**src/rtl/vm_pkg.sv**
```systemverilog
// vm_pkg: payout FSM state encoding and coin denominations in Rs.5 units
package vm_pkg;
  typedef enum logic [2:0] {IDLE, SELECT, DRIVE10, WAIT10, DRIVE5, WAIT5, DONE} pay_state_t;
  localparam int COIN5_UNITS = 1;
  localparam int COIN10_UNITS = 2;
endpackage

```
**src/rtl/payout_hopper_drv.sv**
```systemverilog
// payout_hopper_drv: motor pulse timing for one hopper; VM_PAYOUT_TIMEOUT_EN adds a
// wait-for-sensor timeout that flags a jammed or empty hopper
module payout_hopper_drv #(
  parameter int PULSE_CYC = 4
`ifdef VM_PAYOUT_TIMEOUT_EN
  , parameter int TIMEOUT_CYC = 64
`endif
) (
  input  logic clk,
  input  logic reset_n,
  input  logic drive,
  input  logic sensed,
`ifdef VM_PAYOUT_TIMEOUT_EN
  input  logic waiting,
`endif
  output logic motor,
  output logic pulse_end,
  output logic timeout
);
  localparam int PW = $clog2(PULSE_CYC + 1);
  logic [PW-1:0] pcnt;
  always_ff @(posedge clk or negedge reset_n)
    if (!reset_n) pcnt <= '0;
    else pcnt <= drive ? pcnt + 1'b1 : '0;
  // a coin seen mid-pulse cuts the motor in the same cycle
  assign motor = drive & ~sensed;
  assign pulse_end = drive & (pcnt == PW'(PULSE_CYC - 1));
`ifdef VM_PAYOUT_TIMEOUT_EN
  localparam int TW = $clog2(TIMEOUT_CYC + 1);
  logic [TW-1:0] tcnt;
  always_ff @(posedge clk or negedge reset_n)
    if (!reset_n) tcnt <= '0;
    else tcnt <= waiting ? tcnt + 1'b1 : '0;
  assign timeout = waiting & ~sensed & (tcnt == TW'(TIMEOUT_CYC - 1));
`else
  assign timeout = 1'b0;
`endif
endmodule

```
**src/rtl/change_payout.sv**
```systemverilog
// change_payout: pays change from Rs.10/Rs.5 hoppers (Rs.10 first) and tracks hopper stock
// VM_PAYOUT_TIMEOUT_EN: a hopper silent for TIMEOUT_CYC cycles is zeroed and skipped
module change_payout
  import vm_pkg::*;
#(
  parameter int AMT_W = 5,
  parameter int CNT_W = 8,
  parameter int PULSE_CYC = 4
`ifdef VM_PAYOUT_TIMEOUT_EN
  , parameter int TIMEOUT_CYC = 64
`endif
) (
  input  logic             clk,
  input  logic             reset_n,
  input  logic             pay_req,
  input  logic [AMT_W-1:0] pay_amt,
  output logic             pay_ready,
  output logic             pay_done,
  output logic             pay_short,
  output logic [AMT_W-1:0] paid_amt,
  output logic             hopper10_motor,
  output logic             hopper5_motor,
  input  logic             coin10_sensed,
  input  logic             coin5_sensed,
  input  logic             load10,
  input  logic             load5,
  output logic [CNT_W-1:0] stock10,
  output logic [CNT_W-1:0] stock5
);
  pay_state_t state, state_nx;
  logic [AMT_W-1:0] rem;
  logic drive10, drive5, wait10, wait5, sens10, sens5, end10, end5, to10, to5;
  function automatic logic [CNT_W-1:0] stock_nx(input logic [CNT_W-1:0] s, input logic ld,
                                                input logic dec, input logic clr);
    stock_nx = clr ? CNT_W'(ld) : (ld & ~dec & ~&s) ? s + 1'b1 : (dec & ~ld) ? s - 1'b1 : s;
  endfunction
  assign drive10 = state == DRIVE10;
  assign drive5 = state == DRIVE5;
  assign wait10 = state == WAIT10;
  assign wait5 = state == WAIT5;
  assign sens10 = coin10_sensed & (drive10 | wait10);
  assign sens5 = coin5_sensed & (drive5 | wait5);
  payout_hopper_drv #(
    .PULSE_CYC(PULSE_CYC)
`ifdef VM_PAYOUT_TIMEOUT_EN
    , .TIMEOUT_CYC(TIMEOUT_CYC)
`endif
  ) u_drv10 (
    .clk(clk),
    .reset_n(reset_n),
    .drive(drive10),
    .sensed(sens10),
`ifdef VM_PAYOUT_TIMEOUT_EN
    .waiting(wait10),
`endif
    .motor(hopper10_motor),
    .pulse_end(end10),
    .timeout(to10)
  );
  payout_hopper_drv #(
    .PULSE_CYC(PULSE_CYC)
`ifdef VM_PAYOUT_TIMEOUT_EN
    , .TIMEOUT_CYC(TIMEOUT_CYC)
`endif
  ) u_drv5 (
    .clk(clk),
    .reset_n(reset_n),
    .drive(drive5),
    .sensed(sens5),
`ifdef VM_PAYOUT_TIMEOUT_EN
    .waiting(wait5),
`endif
    .motor(hopper5_motor),
    .pulse_end(end5),
    .timeout(to5)
  );
  always_comb begin
    state_nx = state;
    case (state)
      IDLE:    state_nx = pay_req ? SELECT : IDLE;
      SELECT:  state_nx = (rem >= AMT_W'(COIN10_UNITS) && stock10 != '0) ? DRIVE10 :
                          (rem >= AMT_W'(COIN5_UNITS) && stock5 != '0) ? DRIVE5 : DONE;
      DRIVE10: state_nx = sens10 ? SELECT : end10 ? WAIT10 : DRIVE10;
      WAIT10:  state_nx = (sens10 | to10) ? SELECT : WAIT10;
      DRIVE5:  state_nx = sens5 ? SELECT : end5 ? WAIT5 : DRIVE5;
      WAIT5:   state_nx = (sens5 | to5) ? SELECT : WAIT5;
      DONE:    state_nx = IDLE;
      default: state_nx = IDLE;
    endcase
  end
  always_ff @(posedge clk or negedge reset_n)
    if (!reset_n) begin
      state <= IDLE;
      rem <= '0;
      paid_amt <= '0;
      stock10 <= '0;
      stock5 <= '0;
    end else begin
      state <= state_nx;
      stock10 <= stock_nx(stock10, load10, sens10, to10);
      stock5 <= stock_nx(stock5, load5, sens5, to5);
      if (state == IDLE && pay_req) begin
        rem <= pay_amt;
        paid_amt <= '0;
      end else if (sens10) begin
        rem <= rem - AMT_W'(COIN10_UNITS);
        paid_amt <= paid_amt + AMT_W'(COIN10_UNITS);
      end else if (sens5) begin
        rem <= rem - AMT_W'(COIN5_UNITS);
        paid_amt <= paid_amt + AMT_W'(COIN5_UNITS);
      end
    end
  // ready is held low while reset is asserted, IDLE or not
  assign pay_ready = (state == IDLE) & reset_n;
  assign pay_done = state == DONE;
  assign pay_short = pay_done & (rem != '0);
endmodule
```
**config.mk**
```make
export PLATFORM = sky130hd
export DESIGN_NAME = change_payout
export DESIGN_NICKNAME = d
export VERILOG_FILES = /design/src/rtl/vm_pkg.sv /design/src/rtl/payout_hopper_drv.sv /design/src/rtl/change_payout.sv
export SDC_FILE = /design/constraint.sdc
export NUM_CORES = 1
export LEC_CHECK = 0
export ABC_AREA = 1
export CAP_MARGIN = 20
export CORE_ASPECT_RATIO = 1.75
export CORE_MARGIN = 2
export CORE_UTILIZATION = 59
export DETAILED_ROUTE_END_ITERATION = 8
export PLACE_DENSITY = 0.94
export SYNTH_ARGS = -nofsm -noshare
export SYNTH_HDL_FRONTEND = slang
export SYNTH_SLANG_ARGS = --single-unit
export TNS_END_PERCENT = 30
```
**constraint.sdc**
```tcl
create_clock -name clk -period 3.38 [get_ports clk]
set_input_delay 0.507 -clock clk [delete_from_list [all_inputs] [get_ports clk]]
set_output_delay 0.507 -clock clk [all_outputs]
set_load 0.1 [all_outputs]
```
## Word-level counts from Yosys, hierarchy flattened

Cells that the tools add are included.

| storage, ports and cells | value |
|---|---|
| register bits after elaboration | 35 |
| latch bits | 0 |
| RAM bits | 0 |
| bits in read-only memories | 0 |
| bits of input ports | 12 |
| output and inout port bits | 26 |
| logic and storage cells | 83 |
| memories | 0 |

| operators by class | value |
|---|---|
| add/subtract/negate cells | 10 |
| $mul | 0 |
| divide/modulo/power cells | 0 |
| order comparisons | 2 |
| equal/unequal tests | 8 |
| shift operators | 0 |
| multiplexer cells | 22 |
| bitwise operators | 20 |
| reduce and logical (&&, ||, !) cells | 14 |

Operators by type and width:

| kind | count |
|---|---|
| 2-to-1 mux 8 bit | 4 |
| 2-to-1 mux 5 bit | 6 |
| one-hot mux 3 bit (6 select lines) | 1 |
| adder 8 x 1 -> 8 bit, second input constant | 2 |
| AND reduction 8 bit | 2 |
| nonzero test 8 bit | 2 |
| subtractor 8 x 1 -> 8 bit, second input constant | 2 |
| 2-to-1 mux 3 bit | 5 |
| bitwise AND 1 bit | 14 |
| equality test 3 x 2 -> 1 bit, second input constant | 4 |
| equality test 3 bit, second input constant | 3 |
| adder 3 x 1 -> 3 bit, second input constant | 2 |
| 2-to-1 mux 2 bit | 3 |
| adder 5 x 1 -> 5 bit, second input constant | 1 |
| adder 5 x 2 -> 5 bit, second input constant | 1 |
| greater-or-equal comparator 5 x 1 -> 1 bit, second input constant | 1 |
| greater-or-equal comparator 5 x 2 -> 1 bit, second input constant | 1 |
| nonzero test 5 bit | 1 |
| subtractor 5 x 1 -> 5 bit, second input constant | 1 |
| subtractor 5 x 2 -> 5 bit, second input constant | 1 |
| NOT 1 bit | 4 |
| nonzero test 2 bit | 2 |
| equality test 3 x 1 -> 1 bit, second input constant | 1 |
| logical AND 1 bit | 3 |
| 5 further kinds | 9 |

## Logic depth before layout (Yosys ltp)

| logic depth | value |
|---|---|
| depth after elaboration | 7 |
| mapped depth | 16 |
| gate-level depth less buffers | 16 |

## Modules after synthesis

A second synthesis with hierarchy kept.

| unflattened totals | value |
|---|---|
| cell total of the unflattened synthesis | 391 |
| area, all modules | 2778.9 sq um |

By module, submodules not included:

| module | instances | cells each | area an instance (sq um) | sequential area each (sq um) |
|---|---|---|---|---|
| change_payout | 1 | 359 | 2488.6 | 725.7 |
| payout_hopper_drv | 2 | 16 | 145.1 | 75.1 |

## Worst setup path before layout

Ideal clock, no wire load.

| timing | value |
|---|---|
| path type | register -> output |
| start | register state[1] |
| end | output port pay_short |
| arrival time | 4.323 ns |
| data required time | 2.873 ns |
| slack | -1.450 ns |
| stages on the path, launching flop included | 5 |
| buffers on the path | 0 |
| path through | dfrtp_1 -> inv_1 -> nor3_1 -> inv_1 -> a31oi_1 |

| on the way | value |
|---|---|
| cells in the longest elaborated chain, start to end | 2 |

Ends and longest elaborated chain:

| item | line | source |
|---|---|---|
| from (decl) | change_payout.sv:30 | `pay_state_t state, state_nx;` |
| from (signal assigned) | change_payout.sv:99 | `state <= state_nx;` |
| equality test 3 bit | change_payout.sv:115 | `assign pay_done = state == DONE;` |
| net pay_done | change_payout.sv:18 | `output logic pay_done,` |
| bitwise AND 1 bit | change_payout.sv:116 | `assign pay_short = pay_done & (rem != '0);` |
| to (decl) | change_payout.sv:19 | `output logic pay_short,` |

The timed path passes the listed nets, and every way through them passes these cells.

## Final worst setup path

| timing | value |
|---|---|
| start | register stock5[0] |
| end | output port stock5[0] |

RTL lines:

| item | line | source |
|---|---|---|
| from (decl) | change_payout.sv:28 | `output logic [CNT_W-1:0] stock5` |
| from (signal assigned) | change_payout.sv:101 | `stock5 <= stock_nx(stock5, load5, sens5, to5);` |

No word-level cell between the ends.

==> results.md <==
* WL final at 5.743 mm
* Setup violators final at 0
* Post_cts resized at 0
* DIE AREA at 5040 um^2
* Leading area contributor after synthesis: dfrtp_1
* Cts hold-fix bufs at 0
* Most common cell after layout, fill and taps aside: nand2_1
* Mapped Nets at 387
* Setup crit end kind: primary output
* Maximum root-to-sink buffer count at 2
* # Post-CTS Setup Buffers at 0
* PnR worst setup slack at 0.9160 ns
* Fin. max-slew vios at 0
* GRT Util Overall at 0.2718
* DR pass1 iterations at 4
* Crit-path cells: clkdlybuf4s50_1
* Share of cells above drive strength 1 at 0.08163
* Residual DRC at 0
* Crit path kind: reg2out
* Starting density of the core at 0.6041
* Hold Path Class: reg2reg
* Final clock skew at 0.003252 ns
* Crit-path slowest cell: clkdlybuf4s50_1
* Most frequent cells in the layout: nand2_1 (92), inv_1 (41), nand3_1 (35), dfrtp_1 (35), clkdlybuf4s50_1 (32)
* Synth Flop Type: dfrtp_1
* Final Hold Fails at 0
* Nets at 429
* Crit path DAT at 1.96 ns
* Share of the synthesized area in the top cell type at 0.3322
* Gpl congestion at 0.8333
* Setup WS pre-CTS at 0.6697 ns
* DR vias at 2448
* Yosys warns at 0
* Minimum clock period at 2.464 ns
* Clk_lat worst skew at 0.29 ns
* Die Wd at 54.53 um
* Maximum clock frequency at 405.9 MHz
* Fin Setup TNS at 0 ns
* Grt ovf at 0
* First-pass GRT wire length at 10.35 mm
* Pin count of the biggest net entering global routing at 36
* Row count at 32
* R2R depth at 16
* Synth Instances at 349
* Clk slew on worst S/H paths at 0.07 ns
* Initial antenna violation count at 0
* H-Tree Depth at 2
* Via count of the first global-routing pass at 2482
* CTS Buf Count at 5
* Synth cell types at 37
* Fin crit share at 0.7290
* Crit Path Max Fanout at 6
* Dpl hpwl at 4.414 mm
* Setup crit start kind: flop
* Ys async rst share at 1.000
* Hold Path Depth at 1
* Die Y-Extent at 92.43 um
* CP max stage delay at 1.18 ns
* Largest delay share family, worst path: buffers and inverters
* Area grow syn2layout at 19.55%
* Core area at 4364 um^2
* CTS tree: yes
* Area of the mapped netlist at 2636 um^2
* Required @ worst endpoint at 2.87 ns
* Max Cap Viol at 0
* Syn Area/Cell at 7.554 um^2
* Tightest Pin Transition at 0.9787 ns
* Sequential-to-total area share from yosys stat at 0.3322
* Clock sinks at 35
* Post-synth EDFFs at 0
* Number of cells on the critical path at 1
* Post-synthesis register bit count at 35
* ANT nets after route at 0
* Iteration-0 DRC Markers at 42
* Slew headroom at 0.3455
* Clk root buf: clkbuf_8
* WL per Instance at 12.96 um
* Run status: completed
* RSZ-0062 raised after global routing: false
* Inserted Diodes at 0
* CP bufs+invs at 1
* Synth area leaders: dfrtp_1 (33%), nand2_1 (13%), ha_1 (11%), nand3_1 (6.6%), inv_1 (5.8%)
* Vias per Instance at 5.526
* Port buffer count at 37
* # IOs at 38
==> per-stage QoR <==
step | instance area, um^2 | std cells | hold slack (ns) | util
floorplan | 2654 | 349 | 0.2114 | -
global placement | 3070 | 435 | 0.4196 | 0.7036
detailed placement | 3070 | 435 | 0.4379 | 0.7036
CTS | 3152 | 443 | 0.4473 | 0.7222
global route | 3152 | 443 | 0.4686 | 0.7222
finish | 3152 | 443 | 0.4479 | 0.7222
==> per-layer routing <==
layer	share of wire	GRT usage	vias up
li1	-	-	1221
met1	0.40	0.3024	1156
met5	0	0	-
met3	0.039	0.05161	9
met4	0.022	0.1250	0
met2	0.54	0.4719	62
==> cells in the mapped netlist, types with 3 or more instances <==
cell type	count
a21oi_1	9
dfrtp_1	35
ha_1	24
inv_1	41
nand2_1	92
nand2_4	3
nand3_1	35
nand3_2	3
nand4_1	5
nor2_1	28
nor3_1	4
o21ai_0	8
o21ai_1	17
xor2_1	14
==> state kept, by name, indices dropped and copies added, names as in the netlist <==
| name | cells |
|---|---|
| u_drv5.pcnt | 3 |
| stock10 | 8 |
| stock5 | 8 |
| u_drv10.pcnt | 3 |
| rem | 5 |
| paid_amt | 5 |
| state | 3 |
==> logic make-up (layout without fill, tap and decap cells) <==
family,Yosys count,in the layout,share of synthesized area
DFF,35,35,0.3322
adders and majority gates,26,26,0.1291
and+or+nand+nor,183,183,0.3218
AOI/OAI and AO/OA,42,42,0.09018
buffers and inverters,47,90,0.07357
xor gates and xnor gates,16,16,0.05316
==> cell type report <==
type,instances,area (um^2)
inverter,43,161.4
clock buffer,7,76.32
clock inverter,1,5.005
timing repair buffer,39,385.4
multi-input combinational,267,1584
tap,51,63.81
fill,319,1212
sequential,35,875.8
==> final timing paths <==
check | from | end | slack, ns
max in group asynchronous | reset_n | stock10[4] | 2.39
worst max register to register | state[1] | stock5[7] | 1.06
worst min register to register | u_drv10.pcnt[0] | u_drv10.pcnt[0] | 0.45
worst min-delay path | u_drv10.pcnt[0] | u_drv10.pcnt[0] | 0.45
min in group asynchronous | reset_n | u_drv10.pcnt[2] | 0.68
worst max-delay path | stock5[0] | stock5[0] | 0.92
Power is not shown: default switching activity piles up to over one toggle a cycle in this logic, so the estimate is an artifact.
